--- src/rtl/sound_mixer_if.sv ---
// sound_mixer_if: CPU-side write port and buzzer outputs of the tone mixer.
//   wr_en          single-cycle write strobe
//   wr_channel     channel index to write
//   wr_max_count   half-period minus one; 0 stops the channel
//   wr_duration    ticks to play; 0 plays until rewritten
//   channel_active per-channel playing flag (registered)
//   buzzer         registered mixed output
interface sound_mixer_if #(
    parameter int CHANNELS    = 4,
    parameter int COUNT_WIDTH = 26,
    parameter int DUR_WIDTH   = 16
);
    localparam int CW = CHANNELS > 1 ? $clog2(CHANNELS) : 1;
    logic                   wr_en;
    logic [CW-1:0]          wr_channel;
    logic [COUNT_WIDTH-1:0] wr_max_count;
    logic [DUR_WIDTH-1:0]   wr_duration;
    logic [CHANNELS-1:0]    channel_active;
    logic                   buzzer;
    modport master (output wr_en, wr_channel, wr_max_count, wr_duration,
                    input  channel_active, buzzer);
    modport slave  (input  wr_en, wr_channel, wr_max_count, wr_duration,
                    output channel_active, buzzer);
endinterface

--- src/rtl/sound_mixer.sv ---
// sound_mixer: CHANNELS square-wave tone generators with auto-stop, mixed onto one buzzer pin.
//   clk   system clock
//   n_rst synchronous active-low reset
//   bus   sound_mixer_if.slave: write port in, channel_active/buzzer out
module sound_mixer #(
    parameter int CHANNELS     = 4,
    parameter int COUNT_WIDTH  = 26,
    parameter int DUR_WIDTH    = 16,
    parameter int TICK_DIVISOR = 50000,
    parameter int MIX_MODE     = 0,
    parameter int SLICE_CYCLES = 256
) (
    input logic        clk,
    input logic        n_rst,
    sound_mixer_if.slave bus
);
    localparam int CW = CHANNELS > 1 ? $clog2(CHANNELS) : 1;
    localparam int TW = $clog2(TICK_DIVISOR);
    localparam int SW = SLICE_CYCLES > 1 ? $clog2(SLICE_CYCLES) : 1;
    logic [COUNT_WIDTH-1:0] max_count [CHANNELS];
    logic [COUNT_WIDTH-1:0] phase     [CHANNELS];
    logic [DUR_WIDTH-1:0]   remaining [CHANNELS];
    logic [CHANNELS-1:0]    tone, active;
    logic [TW-1:0]          tick_cnt;
    logic [SW-1:0]          slice_cnt;
    logic [CW-1:0]          slot;
    logic                   tick, slice_end, wr_ok, mix;
    assign tick      = tick_cnt == TW'(TICK_DIVISOR - 1);
    assign slice_end = slice_cnt == SW'(SLICE_CYCLES - 1);
    assign wr_ok     = bus.wr_en && int'(bus.wr_channel) < CHANNELS;
    // Round-robin visits every slot, active or not, so slot timing never depends on traffic.
    assign mix = MIX_MODE != 0 ? tone[slot] & active[slot] : |(tone & active);
    assign bus.channel_active = active;
    always_ff @(posedge clk) begin
        if (!n_rst) begin
            for (int c = 0; c < CHANNELS; c++) begin
                max_count[c] <= '0;
                phase[c]     <= '0;
                remaining[c] <= '0;
            end
            tone   <= '0;
            active <= '0;
        end else begin
            for (int c = 0; c < CHANNELS; c++) begin
                // A write beats a coincident tick: the fresh duration is not decremented.
                if (wr_ok && bus.wr_channel == CW'(c)) begin
                    max_count[c] <= bus.wr_max_count;
                    remaining[c] <= bus.wr_duration;
                    phase[c]     <= '0;
                    tone[c]      <= 1'b0;
                    active[c]    <= |bus.wr_max_count;
                end else if (active[c] && tick && remaining[c] == DUR_WIDTH'(1)) begin
                    remaining[c] <= '0;
                    phase[c]     <= '0;
                    tone[c]      <= 1'b0;
                    active[c]    <= 1'b0;
                end else if (active[c]) begin
                    if (tick && remaining[c] != '0) remaining[c] <= remaining[c] - 1'b1;
                    phase[c] <= phase[c] == max_count[c] ? '0 : phase[c] + 1'b1;
                    if (phase[c] == max_count[c]) tone[c] <= ~tone[c];
                end
            end
        end
    end
    always_ff @(posedge clk) begin
        if (!n_rst) begin
            tick_cnt   <= '0;
            slice_cnt  <= '0;
            slot       <= '0;
            bus.buzzer <= 1'b0;
        end else begin
            tick_cnt  <= tick ? '0 : tick_cnt + 1'b1;
            slice_cnt <= slice_end ? '0 : slice_cnt + 1'b1;
            if (slice_end) slot <= slot == CW'(CHANNELS - 1) ? '0 : slot + 1'b1;
            bus.buzzer <= mix;
        end
    end
endmodule
--- src/flat_wrapper.sv ---
// flat-port wrapper written by rule: the top's interface ports become plain ports
module sound_mixer_flat 
#(
    parameter int CHANNELS     = 4,
    parameter int COUNT_WIDTH  = 26,
    parameter int DUR_WIDTH    = 16,
    parameter int TICK_DIVISOR = 50000,
    parameter int MIX_MODE     = 0,
    parameter int SLICE_CYCLES = 256
)
  (clk, n_rst, bus_wr_en, bus_wr_channel, bus_wr_max_count, bus_wr_duration, bus_channel_active, bus_buzzer);
  sound_mixer_if #(.CHANNELS(CHANNELS), .COUNT_WIDTH(COUNT_WIDTH), .DUR_WIDTH(DUR_WIDTH)) bus_i ();
  input logic clk;
  input logic n_rst;
  input wire logic [$bits(bus_i.wr_en)-1:0] bus_wr_en;
  input wire logic [$bits(bus_i.wr_channel)-1:0] bus_wr_channel;
  input wire logic [$bits(bus_i.wr_max_count)-1:0] bus_wr_max_count;
  input wire logic [$bits(bus_i.wr_duration)-1:0] bus_wr_duration;
  output wire logic [$bits(bus_i.channel_active)-1:0] bus_channel_active;
  output wire logic [$bits(bus_i.buzzer)-1:0] bus_buzzer;
  assign bus_i.wr_en = bus_wr_en;
  assign bus_i.wr_channel = bus_wr_channel;
  assign bus_i.wr_max_count = bus_wr_max_count;
  assign bus_i.wr_duration = bus_wr_duration;
  assign bus_channel_active = bus_i.channel_active;
  assign bus_buzzer = bus_i.buzzer;
  sound_mixer #(.CHANNELS(CHANNELS), .COUNT_WIDTH(COUNT_WIDTH), .DUR_WIDTH(DUR_WIDTH), .TICK_DIVISOR(TICK_DIVISOR), .MIX_MODE(MIX_MODE), .SLICE_CYCLES(SLICE_CYCLES)) u_core (.clk(clk), .n_rst(n_rst), .bus(bus_i));
endmodule
--- config.mk ---
export PLATFORM = sky130hd
export DESIGN_NAME = sound_mixer_flat
export DESIGN_NICKNAME = d
export VERILOG_FILES = /design/src/rtl/sound_mixer_if.sv /design/src/rtl/sound_mixer.sv /design/src/flat_wrapper.sv
export SDC_FILE = /design/constraint.sdc
export NUM_CORES = 1
export LEC_CHECK = 0
export ABC_CLOCK_PERIOD_IN_PS = 5100
export CORE_MARGIN = 2
export CORE_UTILIZATION = 55
export DETAILED_ROUTE_END_ITERATION = 6
export PLACE_DENSITY = 0.7
export REMOVE_ABC_BUFFERS = 1
export SYNTH_ARGS = -nofsm -noshare
export SYNTH_HDL_FRONTEND = slang
export SYNTH_SLANG_ARGS = --single-unit
--- constraint.sdc ---
create_clock -name clk -period 5.1 [get_ports clk]
set_input_delay 1.02 -clock clk [delete_from_list [all_inputs] [get_ports clk]]
set_output_delay 1.02 -clock clk [all_outputs]
set_load 0.02 [all_outputs]
=== Word level (Yosys, flattened, before mapping) ===
Memories as Yosys holds them, arrays and structs flattened.
Cells that the tools add are included.

* Add/sub/neg operators: 9
* Bitwise logic cells: 34
* Equal/unequal tests: 12
* Mux-type cells: 113
* Shift operators: 0
* Reduce and logical (&&, ||, !) cells: 36
* $lt $le $gt $ge: 0
* Divide/modulo/power cells: 0
* Multiply operators: 0

{| class="wikitable"
|+ Operators by type and width
! cell !! count
|-
| 26-bit two-way mux || 20
|-
| 16-bit two-way mux || 12
|-
| 26-bit by 1-bit adder with 26-bit output, second input constant || 4
|-
| 26-bit == test || 4
|-
| 1-bit two-way mux || 81
|-
| 16-bit by 1-bit == test with 1-bit output, second input constant || 4
|-
| 16-bit nonzero test || 4
|-
| 16-bit by 1-bit subtractor with 16-bit output, second input constant || 4
|-
| 1-bit OR || 28
|-
| 26-bit OR reduction || 1
|-
| 16-bit by 1-bit adder with 16-bit output, second input constant || 1
|-
| 16-bit == test, second input constant || 1
|-
| 1-bit logical AND || 16
|-
| 3-bit OR reduction || 4
|-
| 2-bit AND reduction || 4
|-
| 2-bit nonzero test || 4
|-
| 1-bit NOT || 5
|-
| 4-bit AND || 1
|-
| 2-bit == test, second input constant || 2
|-
| 4-bit OR reduction || 1
|-
| 2-bit by 1-bit == test with 1-bit output, second input constant || 1
|-
| 2-bit logical NOT || 1
|-
| 2-bit OR reduction || 1
|}

* RAM bits: 272
* Memories kept: 3
* ROM bits: 0
* Word-level logic and storage cells: 217
* Register bits after elaboration: 25
* Input port bits: 47
* Bits in latches: 0

{| class="wikitable"
|+ Memories
! name !! words !! width !! read ports !! clocked after Yosys merged registers in !! wr ports !! line !! source
|-
| u_core.max_count || 4 || 26 || 4 || 0 || 4 || sound_mixer.sv:20 || <nowiki>logic [COUNT_WIDTH-1:0] max_count [CHANNELS];</nowiki>
|-
| u_core.phase || 4 || 26 || 4 || 0 || 4 || sound_mixer.sv:21 || <nowiki>logic [COUNT_WIDTH-1:0] phase [CHANNELS];</nowiki>
|-
| u_core.remaining || 4 || 16 || 4 || 0 || 4 || sound_mixer.sv:22 || <nowiki>logic [DUR_WIDTH-1:0] remaining [CHANNELS];</nowiki>
|}

=== Logic depth before layout (Yosys ltp) ===
* Depth in word-level cells: 9
* Mapped depth: 8
* Mapped depth without buffers: 7

=== Worst setup path after synthesis ===
Ideal clock, no wire load.

* Kind: input-to-reg
* Start: input bus_wr_channel[1]
* End: memory u_core.phase[1][0] (enable)
* Setup time: 0.383 ns
* Data required time: 4.717 ns
* Cell stages on the path: 4
* Path buffers: 1
* Slack: 0.412 ns
* Arrival time: 4.305 ns
* Cells stage by stage: clkbuf_1 o21ai_0 inv_1 nand2_1

{| class="wikitable"
|+ RTL lines
! what !! line !! source
|-
| from (decl) || flat_wrapper.sv:16 || <nowiki>input wire logic [$bits(bus_i.wr_channel)-1:0] bus_wr_channel;</nowiki>
|-
| to (decl) || sound_mixer.sv:21 ||
|}

==> results.json <==
{
  "die_w_microns": 174,
  "min_period_ns": 3.19,
  "insertion_delay_ns": 0.56,
  "status": "complete, no violations",
  "final_nets": 1578,
  "dieArea_sq_mm": 0.0301,
  "power_frac_comb_pct": 8.1,
  "synthSimpleGateAreaFrac_pct": 22.6,
  "clock_skew_ns": 0.0125,
  "netlist.area_leader.share_pct": 51.7,
  "area_growth_pct": 12.4,
  "clock_sinks": 297,
  "synth-main-ff-cell": "edfxtp_1",
  "antenna_found_initial": 0,
  "clockRootBuffer": "clkbuf_16",
  "drt_pass1_iterations": 5,
  "post_cts_buffers": 0,
  "initial_core_util_pct": 55.5,
  "portBuffers": 51,
  "wire_per_inst_microns": 20.0,
  "rsz0062_at_grt": "no",
  "avgViaCountPerCell": 5.87,
  "grt_pass1_wl_mm": 60.1,
  "maxCapViolCount": 0,
  "intPower_mw": 4.37,
  "synthCells": 1461,
  "cts_buffers": 31,
  "synth_seq_cells": 297,
  "cts_tree": "done",
  "antenna_left": 0,
  "fmax_mhz": 313,
  "seq_area_frac_synth_pct": 54.8,
  "first_iter_violations": 1098,
  "start_kind": "primary input",
  "cp_slowest_cell": "nand2_1",
  "post_route_cells_drive_above_1_share_pct": 5.08,
  "rows": 62,
  "yosysWarnings": 0,
  "async_flop_share_pct": 0,
  "p_per_area_mw_per_mm2": 324,
  "place_inst": 1865,
  "route.detailed.drc": 0,
  "path_max_fanout": 29,
  "relSlewSlack_pct": 23.5,
  "synthMuxAreaShare_pct": 0,
  "setup_viol": 0,
  "ctsHoldBuffers": 0,
  "core-area_sq_mm": 0.0285,
  "drv_slew": 0,
  "ir_worst_vdd_mv": 0.275,
  "hold_violations": 0,
  "cts_resized": 0,
  "power_leakage_nw": 6.03,
  "crit_path_max_incr_delay_ns": 0.86,
  "path_cells": "clkdlybuf4s50_1, nand2_1, o21ai_2, buf_4, inv_1, nand2_1",
  "grt_overflow_total": 0,
  "tightest_slew_ns": 1.14,
  "p_switching_mw": 1.38,
  "cts.htree.levels": 1,
  "grt_pass1_vias": 10900,
  "track_usage_pct": 25.3,
  "required_ns": 5.27,
  "synth.avg_cell_area_sq_um": 10.8,
  "yosys.area.top_type": "edfxtp_1",
  "gp_congestion": 0.891,
  "ys_top_cells_by_area": "edfxtp_1 52%, xor2_1 9.5%, xnor2_1 5.0%",
  "yosysMostFrequentCell": "edfxtp_1",
  "synth_area_sq_mm": 0.0158,
  "fin_hold_ws_ns": 0.440,
  "synthAdderAreaFrac_pct": 1.35,
  "io_pins": 52,
  "synth_top_family_by_area": "simple AND/OR/NAND/NOR gates",
  "fp.dieH_microns": 174,
  "wl_mm": 38.4,
  "clk_path_buf_depth": 3,
  "synth_compound_area_share_pct": 4.76,
  "swShare_pct": 24.0,
  "seq_power_share_pct": 52.1,
  "setup_tns_ns": 0,
  "worstSetupPathType": "primary input to flop",
  "rr_worst_depth": 5,
  "finalNonFillerCells": 1920,
  "cp_common_cell": "nand2_1",
  "synthTopCellsByCount": "272 x edfxtp_1, 172 x xor2_1, 143 x nor2_1, 116 x and2_1, 110 x nand2_1",
  "fillCellCount": 2332,
  "fin_crit_sh_pct": 62.6,
  "critPathCaptureType": "flop",
  "grt_max_degree": 44,
  "vias": 11300,
  "clkPwrFrac_pct": 39.8,
  "yosysUniqueCellTypes": 54,
  "min_path_cells": 1,
  "synth_xor_area_share_pct": 14.5,
  "hp-class": "flop to flop",
  "arrival_ns": 3.36,
  "place_hpwl_mm": 26.6,
  "antenna_cells": 0,
  "synth-edff-count": 272,
  "clkTransAtPathRegs_ns": 0.06
}
per-stage QoR:
step	utilization, %	setup WS (ns)	instance area, sq um	power [mW]
detailed placement	58.9	1.28	16800	3.50
global placement	58.9	1.41	16800	3.49
finish	62.4	1.91	17800	5.75
global route	62.4	1.72	17800	5.93
floorplan	-	0.569	15600	3.28
CTS	62.4	1.91	17800	5.77
critical path: cells and delay by family:
kind	cells	cell delay [ns]
AO/OA/AOI/OAI	1	0.17
AND/OR/NAND/NOR	2	0.97
buffers and inverters	3	1.17
worst paths after layout:
check                     startpoint             endpoint  slack [ns]
hold reg to reg   u_core.tick_cnt[0]   u_core.tick_cnt[0]        0.44
setup / recovery   bus_wr_channel[0]  u_core.phase[1][23]        1.91
hold / removal    u_core.tick_cnt[0]   u_core.tick_cnt[0]        0.44
setup reg to reg  u_core.tick_cnt[4]  u_core.phase[1][16]        2.18
registers in the layout, summed over array words and instances, names as in the netlist:
signal,flops
u_core.bus.buzzer,1
u_core.bus.channel_active,4
u_core.max_count,104
u_core.phase,104
u_core.remaining,64
u_core.tick_cnt,16
u_core.tone,4
area by class of cell:
| cell class | instances | area [sq um] | share of cell area [%] |
|---|---|---|---|
| Timing Repair Buffer | 68 | 638 | 3.59 |
| Multi-Input combinational cell | 1086 | 6860 | 38.6 |
| Clock inverter | 23 | 230 | 1.30 |
| Clock buffer | 32 | 779 | 4.39 |
| Inverter | 30 | 113 | 0.634 |
| Tap cell | 384 | 480 | 2.70 |
| Sequential cell | 297 | 8670 | 48.8 |
cell families (layout without fill, tap and decap cells):
kind of cell / Yosys count / after routing
AO/OA/AOI/OAI: 128 / 128
XOR/XNOR: 262 / 262
adder cells (fa/ha/maj): 17 / 17
buffers and inverters: 78 / 153
flip-flops: 297 / 297
AND/OR/NAND/NOR: 679 / 679
per-layer routing:
layer | share of wire (%) | vias to the layer above | global-route usage [%]
li1 | - | 5332 | -
met1 | 44 | 5481 | 35.3
met2 | 47 | 382 | 41.4
met3 | 6.4 | 79 | 3.93
met4 | 3.0 | 0 | 7.20
met5 | 0 | - | 0
placed cells by master, fill, tap and decap left out, types with 5 or more instances in the layout:
master and instances:
or4_1 9, a21oi_1 21, nand2_1 110, clkbuf_16 31, nor4_1 54, and3_1 16
nand2b_1 8, o211ai_1 8, nand3_1 70, edfxtp_1 272, dfxtp_1 25, xnor2_1 90
nor2_1 143, and2_1 116, inv_1 30, nor3_1 64, clkinv_2 6, ha_1 17
bufinv_16 5, or3_1 7, clkdlybuf4s50_1 51, a211oi_1 11, nand4_1 38, buf_4 17
xor2_1 172, and4_1 16, clkinv_1 11, o21ai_0 63
power groups by stage:
stage	combinational [mW]	sequential (mW)	clock, mW
2_1_floorplan	0.283	3.00	0
3_3_place_gp	0.452	3.04	0
3_5_place_dp	0.458	3.04	0
4_1_cts	0.462	3.00	2.31
5_1_grt	0.508	3.02	2.41
6_report	0.463	3.00	2.29
Note: power is estimated with default switching activity, not from simulation.
